### config.mk
export PLATFORM = sky130hd
export DESIGN_NAME = vga_rect_fill
export DESIGN_NICKNAME = d
export VERILOG_FILES = /design/src/rtl/vga_pkg.sv /design/src/rtl/vga_xy_counter.sv /design/src/rtl/vga_rect_fill.sv
export SDC_FILE = /design/constraint.sdc
export NUM_CORES = 1
export LEC_CHECK = 0
export BUFFER_PORTS_ARGS = -buffer_cell sky130_fd_sc_hd__buf_2
export CAP_MARGIN = 20
export CORE_ASPECT_RATIO = 1.5
export CORE_UTILIZATION = 40
export CTS_BUF_LIST = sky130_fd_sc_hd__clkbuf_16
export DETAILED_ROUTE_END_ITERATION = 8
export GPL_TIMING_DRIVEN = 1
export PLACE_DENSITY_LB_ADDON = 0.15
export SETUP_SLACK_MARGIN = 0.1
export SLEW_MARGIN = 15
export SYNTH_ARGS = -nofsm -noshare
export SYNTH_HDL_FRONTEND = slang
export SYNTH_HIERARCHICAL = 1
export SYNTH_SLANG_ARGS = --single-unit
### constraint.sdc
create_clock -name CLOCK_50 -period 3.45 [get_ports CLOCK_50]
set_input_delay 0.345 -clock CLOCK_50 [delete_from_list [all_inputs] [get_ports CLOCK_50]]
set_output_delay 0.345 -clock CLOCK_50 [all_outputs]
set_load 0.01 [all_outputs]
### src/rtl/vga_pkg.sv
// Shared encodings for the VGA rectangle drawing block: command modes and FSM states.
package vga_pkg;

  typedef enum logic [1:0] {
    MODE_FILL    = 2'd0,
    MODE_CLEAR   = 2'd1,
    MODE_OUTLINE = 2'd2,
    MODE_RSVD    = 2'd3
  } mode_e;

  typedef enum logic [1:0] {
    ST_IDLE = 2'd0,
    ST_DRAW = 2'd1,
    ST_DONE = 2'd2
  } state_e;

endpackage

### src/rtl/vga_xy_counter.sv
// Raster x/y counter: x runs from i_x_lo to i_x_hi, then wraps and y steps; o_last flags the final pixel.
module vga_xy_counter #(
  parameter int X_W = 8,
  parameter int Y_W = 7
) (
  input  logic           i_clk,
  input  logic           i_resetn,
  input  logic           i_load,
  input  logic           i_en,
  input  logic [X_W-1:0] i_x_ld,
  input  logic [Y_W-1:0] i_y_ld,
  input  logic [X_W-1:0] i_x_lo,
  input  logic [X_W-1:0] i_x_hi,
  input  logic [Y_W-1:0] i_y_hi,
  output logic [X_W-1:0] o_x,
  output logic [Y_W-1:0] o_y,
  output logic           o_last
);

  logic [X_W-1:0] r_x;
  logic [Y_W-1:0] r_y;
  logic           w_row_end;

  assign w_row_end = (r_x == i_x_hi);
  assign o_last    = w_row_end && (r_y == i_y_hi);
  assign o_x       = r_x;
  assign o_y       = r_y;

  always_ff @(posedge i_clk) begin
    if (!i_resetn) begin
      r_x <= '0;
      r_y <= '0;
    end else if (i_load) begin
      r_x <= i_x_ld;
      r_y <= i_y_ld;
    end else if (i_en) begin
      if (w_row_end) begin
        r_x <= i_x_lo;
        r_y <= r_y + 1'b1;
      end else begin
        r_x <= r_x + 1'b1;
      end
    end
  end

endmodule

### src/rtl/vga_rect_fill.sv
// Rectangle fill / clear / outline engine emitting one pixel write per cycle in raster order.
module vga_rect_fill
  import vga_pkg::*;
#(
  parameter int X_W     = 8,
  parameter int Y_W     = 7,
  parameter int COLOR_W = 3,
  parameter int X_MAX   = 159,
  parameter int Y_MAX   = 119
) (
  input  logic               CLOCK_50,
  input  logic               resetn,
  input  logic               start,
  input  logic [1:0]         mode,
  input  logic [X_W-1:0]     x0,
  input  logic [Y_W-1:0]     y0,
  input  logic [X_W:0]       w,
  input  logic [Y_W:0]       h,
  input  logic [COLOR_W-1:0] color,
  output logic [X_W-1:0]     VGA_X,
  output logic [Y_W-1:0]     VGA_Y,
  output logic [COLOR_W-1:0] VGA_COLOR,
  output logic               plot,
  output logic               busy,
  output logic               done
);

  // Two spare bits so x0+w-1 never wraps before clipping.
  localparam int XS = X_W + 2;
  localparam int YS = Y_W + 2;
  localparam logic [XS-1:0] XMAX_S = XS'(X_MAX);
  localparam logic [YS-1:0] YMAX_S = YS'(Y_MAX);

  state_e r_state, w_state_nxt;

  logic [COLOR_W-1:0] r_color;
  logic               r_outline;
  logic [X_W-1:0]     r_x0, r_xe;
  logic [Y_W-1:0]     r_y0, r_ye;

  logic               w_clear;
  logic [X_W-1:0]     w_x0;
  logic [Y_W-1:0]     w_y0;
  logic [X_W:0]       w_w;
  logic [Y_W:0]       w_h;
  logic [XS-1:0]      w_xe_full;
  logic [YS-1:0]      w_ye_full;
  logic [X_W-1:0]     w_xe;
  logic [Y_W-1:0]     w_ye;
  logic               w_empty;
  logic               w_latch;
  logic               w_cnt_en;
  logic [X_W-1:0]     w_cx;
  logic [Y_W-1:0]     w_cy;
  logic               w_last;
  logic               w_edge;

  assign w_clear = (mode == MODE_CLEAR);
  assign w_x0    = w_clear ? '0 : x0;
  assign w_y0    = w_clear ? '0 : y0;
  assign w_w     = w_clear ? (X_W+1)'(X_MAX + 1) : w;
  assign w_h     = w_clear ? (Y_W+1)'(Y_MAX + 1) : h;

  assign w_xe_full = XS'(w_x0) + XS'(w_w) - XS'(1);
  assign w_ye_full = YS'(w_y0) + YS'(w_h) - YS'(1);
  assign w_xe      = (w_xe_full > XMAX_S) ? X_W'(X_MAX) : w_xe_full[X_W-1:0];
  assign w_ye      = (w_ye_full > YMAX_S) ? Y_W'(Y_MAX) : w_ye_full[Y_W-1:0];

  assign w_empty = (w_w == '0) || (w_h == '0) ||
                   (XS'(w_x0) > XMAX_S) || (YS'(w_y0) > YMAX_S);

  always_comb begin
    w_state_nxt = r_state;
    w_latch     = 1'b0;
    w_cnt_en    = 1'b0;
    case (r_state)
      ST_IDLE: begin
        if (start) begin
          w_latch     = 1'b1;
          w_state_nxt = w_empty ? ST_DONE : ST_DRAW;
        end
      end
      ST_DRAW: begin
        w_cnt_en = 1'b1;
        if (w_last) w_state_nxt = ST_DONE;
      end
      ST_DONE: w_state_nxt = ST_IDLE;
      default: w_state_nxt = ST_IDLE;
    endcase
  end

  always_ff @(posedge CLOCK_50) begin
    if (!resetn) begin
      r_state   <= ST_IDLE;
      r_color   <= '0;
      r_outline <= 1'b0;
      r_x0      <= '0;
      r_y0      <= '0;
      r_xe      <= '0;
      r_ye      <= '0;
    end else begin
      r_state <= w_state_nxt;
      if (w_latch) begin
        r_color   <= color;
        r_outline <= (mode == MODE_OUTLINE);
        r_x0      <= w_x0;
        r_y0      <= w_y0;
        r_xe      <= w_xe;
        r_ye      <= w_ye;
      end
    end
  end

  vga_xy_counter #(
    .X_W (X_W),
    .Y_W (Y_W)
  ) u_xy (
    .i_clk    (CLOCK_50),
    .i_resetn (resetn),
    .i_load   (w_latch),
    .i_en     (w_cnt_en),
    .i_x_ld   (w_x0),
    .i_y_ld   (w_y0),
    .i_x_lo   (r_x0),
    .i_x_hi   (r_xe),
    .i_y_hi   (r_ye),
    .o_x      (w_cx),
    .o_y      (w_cy),
    .o_last   (w_last)
  );

  // Outline mode still walks every pixel of the box, it just masks the interior strobes.
  assign w_edge = (w_cx == r_x0) || (w_cx == r_xe) || (w_cy == r_y0) || (w_cy == r_ye);

  assign VGA_X     = w_cx;
  assign VGA_Y     = w_cy;
  assign VGA_COLOR = r_color;
  assign plot      = (r_state == ST_DRAW) && (!r_outline || w_edge);
  assign busy      = (r_state != ST_IDLE);
  assign done      = (r_state == ST_DONE);

endmodule

==> flow_metrics.py <==
metrics = {
    "timing": {
        "fmax_mhz": 345,
        "worstMarginPinSlew_ns": 0.747,
        "final-max-slew-violation-count": 0,
        "hold_viol_final": 0,
        "tns_ns": 0,
        "period_share_pct": 84.0,
        "setup_violations": 0,
        "rsz0062_at_grt": "false",
        "fin_skew_ns": 0.00563,
        "relSlewSlack_pct": 50.2,
        "layout_min_cycle_time_ns": 2.90,
    },
    "run_status": {
        "failed_checks": "design-rule violations",
        "status": "complete, but fails checks",
    },
    "clock_network": {
        "clockBufferDepth": 2,
        "insertion_delay_ns": 0.29,
        "post_cts_resize_count": 0,
        "post_cts_buffers": 0,
        "cts_num_sinks": 51,
        "cts_max_level": 2,
        "cts_made_buffers": 5,
        "cts_root_buffer": "clkbuf_16",
        "cts-hold-fix-buffers": 0,
        "tritoncts": "built",
        "clk_pin_slew_worst_paths_ns": 0.07,
    },
    "global_route": {
        "grt_antenna_before_repair": 0,
        "first_global_vias": 3613,
        "grt_first_pass_wirelength_mm": 17.2,
        "track_usage_pct": 20.4,
        "grt_max_degree": 50,
        "grt-ovfl-total": 0,
    },
    "place": {
        "dp_hpwl_mm": 8.20,
        "portBuffers": 60,
        "gp_congestion": 0.859,
    },
    "yosys": {
        "async_flop_share_pct": 0,
        "synth_area_um2": 4040,
        "syn-num-nets": 595,
        "yosysSeqAreaShare_pct": 25.3,
        "syn-mean-instance-area_um2": 7.71,
        "synth.distinct_cells": 53,
        "synth_edf_count": 0,
        "ys.warnings.count": 6,
        "synth_top_cell_by_area": "dfxtp_1",
        "synthFlopType": "dfxtp_1",
        "ys_ff_latch": 51,
        "netlist.area_leader.share_pct": 25.3,
        "synth_cells": 524,
        "synth.area.top_cells": "dfxtp_1 25%, ha_1 9.0%, xor2_1 8.2%",
    },
    "routing": {
        "drt_iter0_markers": 172,
        "drtPass1Iterations": 6,
        "vias": 3808,
        "viasPerCell": 5.48,
        "drcViolationCount": 9,
        "drt-total-wl_mm": 10.5,
        "ant_nets": 0,
        "wl_per_cell_um": 15.1,
    },
    "cells_and_area": {
        "n_antenna_cell": 0,
        "final_cell_mix": "70 x nand2_1, 60 x buf_2, 52 x inv_1",
        "fin_util_pct": 47.1,
        "areaGrowthSynthToFinish_pct": 13.6,
        "layout-drive-gt1-share_pct": 15.3,
        "nets": 650,
        "final_common_cell": "nand2_1",
    },
    "power": {
        "leakagePower_uw": 0.00215,
        "switching_power_uw": 715,
        "power_density_nw_per_um2": 420,
        "p_clk_share_pct": 24.6,
        "combPwrFrac_pct": 38.1,
        "irDropWorstVdd_mv": 0.177,
        "seq_power_share_pct": 37.3,
        "intPower_uw": 1210,
        "netSwitchingFraction_pct": 37.1,
    },
    "floorplan": {
        "row_count": 44,
        "die_w_um": 84.0,
        "core_region_area_um2": 9740,
        "dieArea_um2": 10500,
        "pin_count": 61,
        "start_util_pct": 41.4,
        "die_y_um": 125,
    },
    "hold_path": {
        "min_path_type": "input pin to flop",
    },
    "critical_path": {
        "crit_path_max_fanout": 27,
        "rr_worst_depth": 6,
        "rr_endpoint": "u_xy/o_x[1]",
        "arrival_ns": 3.09,
        "crit_path_end": "r_ye[3]",
        "crit_start": "mode[1]",
        "critPathCaptureType": "flop",
        "critical_path_required_ns": 3.64,
        "rrSetupSlack_ns": 1.51,
        "crit_type": "input pin to flop",
        "cp-start-kind": "input pin",
        "r2r-start": "u_xy/o_x[1]",
    },
    "job": {
        "drv_cap": 0,
    },
}
[area by class of cell]
cell class	count	area [um2]
Tap cell	115	144
Inverter	51	191
Clock inverter	3	11.3
Multi-Input combinational cell	404	2750
Sequential cell	51	1020
Timing Repair Buffer	66	345
Clock buffer	5	125
Fill cell	1006	5150
[kinds of logic (layout without fill, tap and decap cells)]
kind of cell / after synthesis / count (layout) / share of synthesized area (%)
and+or+nand+nor: 177 / 177 / 21.7
AOI/OAI and AO/OA: 120 / 120 / 19.6
buffers and inverters: 69 / 125 / 6.60
xor gates and xnor gates: 67 / 67 / 14.5
DFF: 51 / 51 / 25.3
adders and majority gates: 31 / 31 / 9.98
muxes: 9 / 9 / 2.23
[flip-flops by register name, summed over array words and instances (netlist names)]
name / flops
u_xy/o_y: 7
r_y0: 7
r_ye: 7
VGA_COLOR: 3
r_outline: 1
r_x0: 8
r_xe: 8
r_state: 2
u_xy/o_x: 8
[metrics by stage]
stage | instance area (um2) | setup slack (ns) | power [uW] | instances | hold slack, ns
after global routing | 4590 | 0.328 | 2050 | 695 | 0.309
after floorplan | 4040 | 0.323 | 1260 | 524 | 0.427
after detailed placement | 4450 | 0.237 | 1470 | 687 | 0.457
after global placement | 4450 | 0.340 | 1450 | 687 | 0.449
after CTS | 4590 | 0.544 | 1940 | 695 | 0.296
final | 4590 | 0.551 | 1930 | 695 | 0.299
[metal layers]
layer	track usage, %	up-vias	part of all wire, %
li1	-	1912	-
met1	24.3	1780	44
met2	36.0	93	49
met3	3.23	23	4.0
met4	8.52	0	2.8
met5	0	-	0
[how the worst min path moves through the flow]
stage | from | to | slack (ns) | depth (start not counted)
3_3_place_gp | VGA_COLOR[2] | VGA_COLOR[2] | 0.45 | 2
2_1_floorplan | r_state[1] | r_state[1] | 0.43 | 1
6_report | color[0] | VGA_COLOR[0] | 0.30 | 3
5_1_grt | color[0] | VGA_COLOR[0] | 0.31 | 3
4_1_cts | color[1] | VGA_COLOR[1] | 0.30 | 3
3_5_place_dp | VGA_COLOR[0] | VGA_COLOR[0] | 0.46 | 2
[cells in the mapped netlist, drive strengths merged, types with 9 or more instances]
cell type	count
a21oi	34
nor3	9
nand3	14
a21boi	19
inv	51
clkbuf	16
ha	29
nand2	71
o21ai	28
dfxtp	51
mux2i	9
xor2	38
and3	11
nor4	16
nor2	26
xnor2	29
[critical path, stage by stage]
cell	delay (ns)
buf_2	0.09
nand2b_1	0.09
buf_4	0.27
nand2_1	0.14
ha_1	0.34
inv_1	0.05
ha_1	0.28
a211oi_1	0.38
nor2_1	0.11
a41oi_1	0.30
mux2i_1	0.37
nor2_4	0.10
a41o_1	0.22
[power groups by stage]
stage | sequential (uW) | combinational [uW] | clock, uW
after floorplan | 723 | 538 | 0
after global placement | 731 | 722 | 0
after detailed placement | 733 | 733 | 0
after CTS | 720 | 737 | 485
after global routing | 729 | 813 | 511
final | 719 | 735 | 474
No activity file was read; power rests on OpenSTA's default activity.
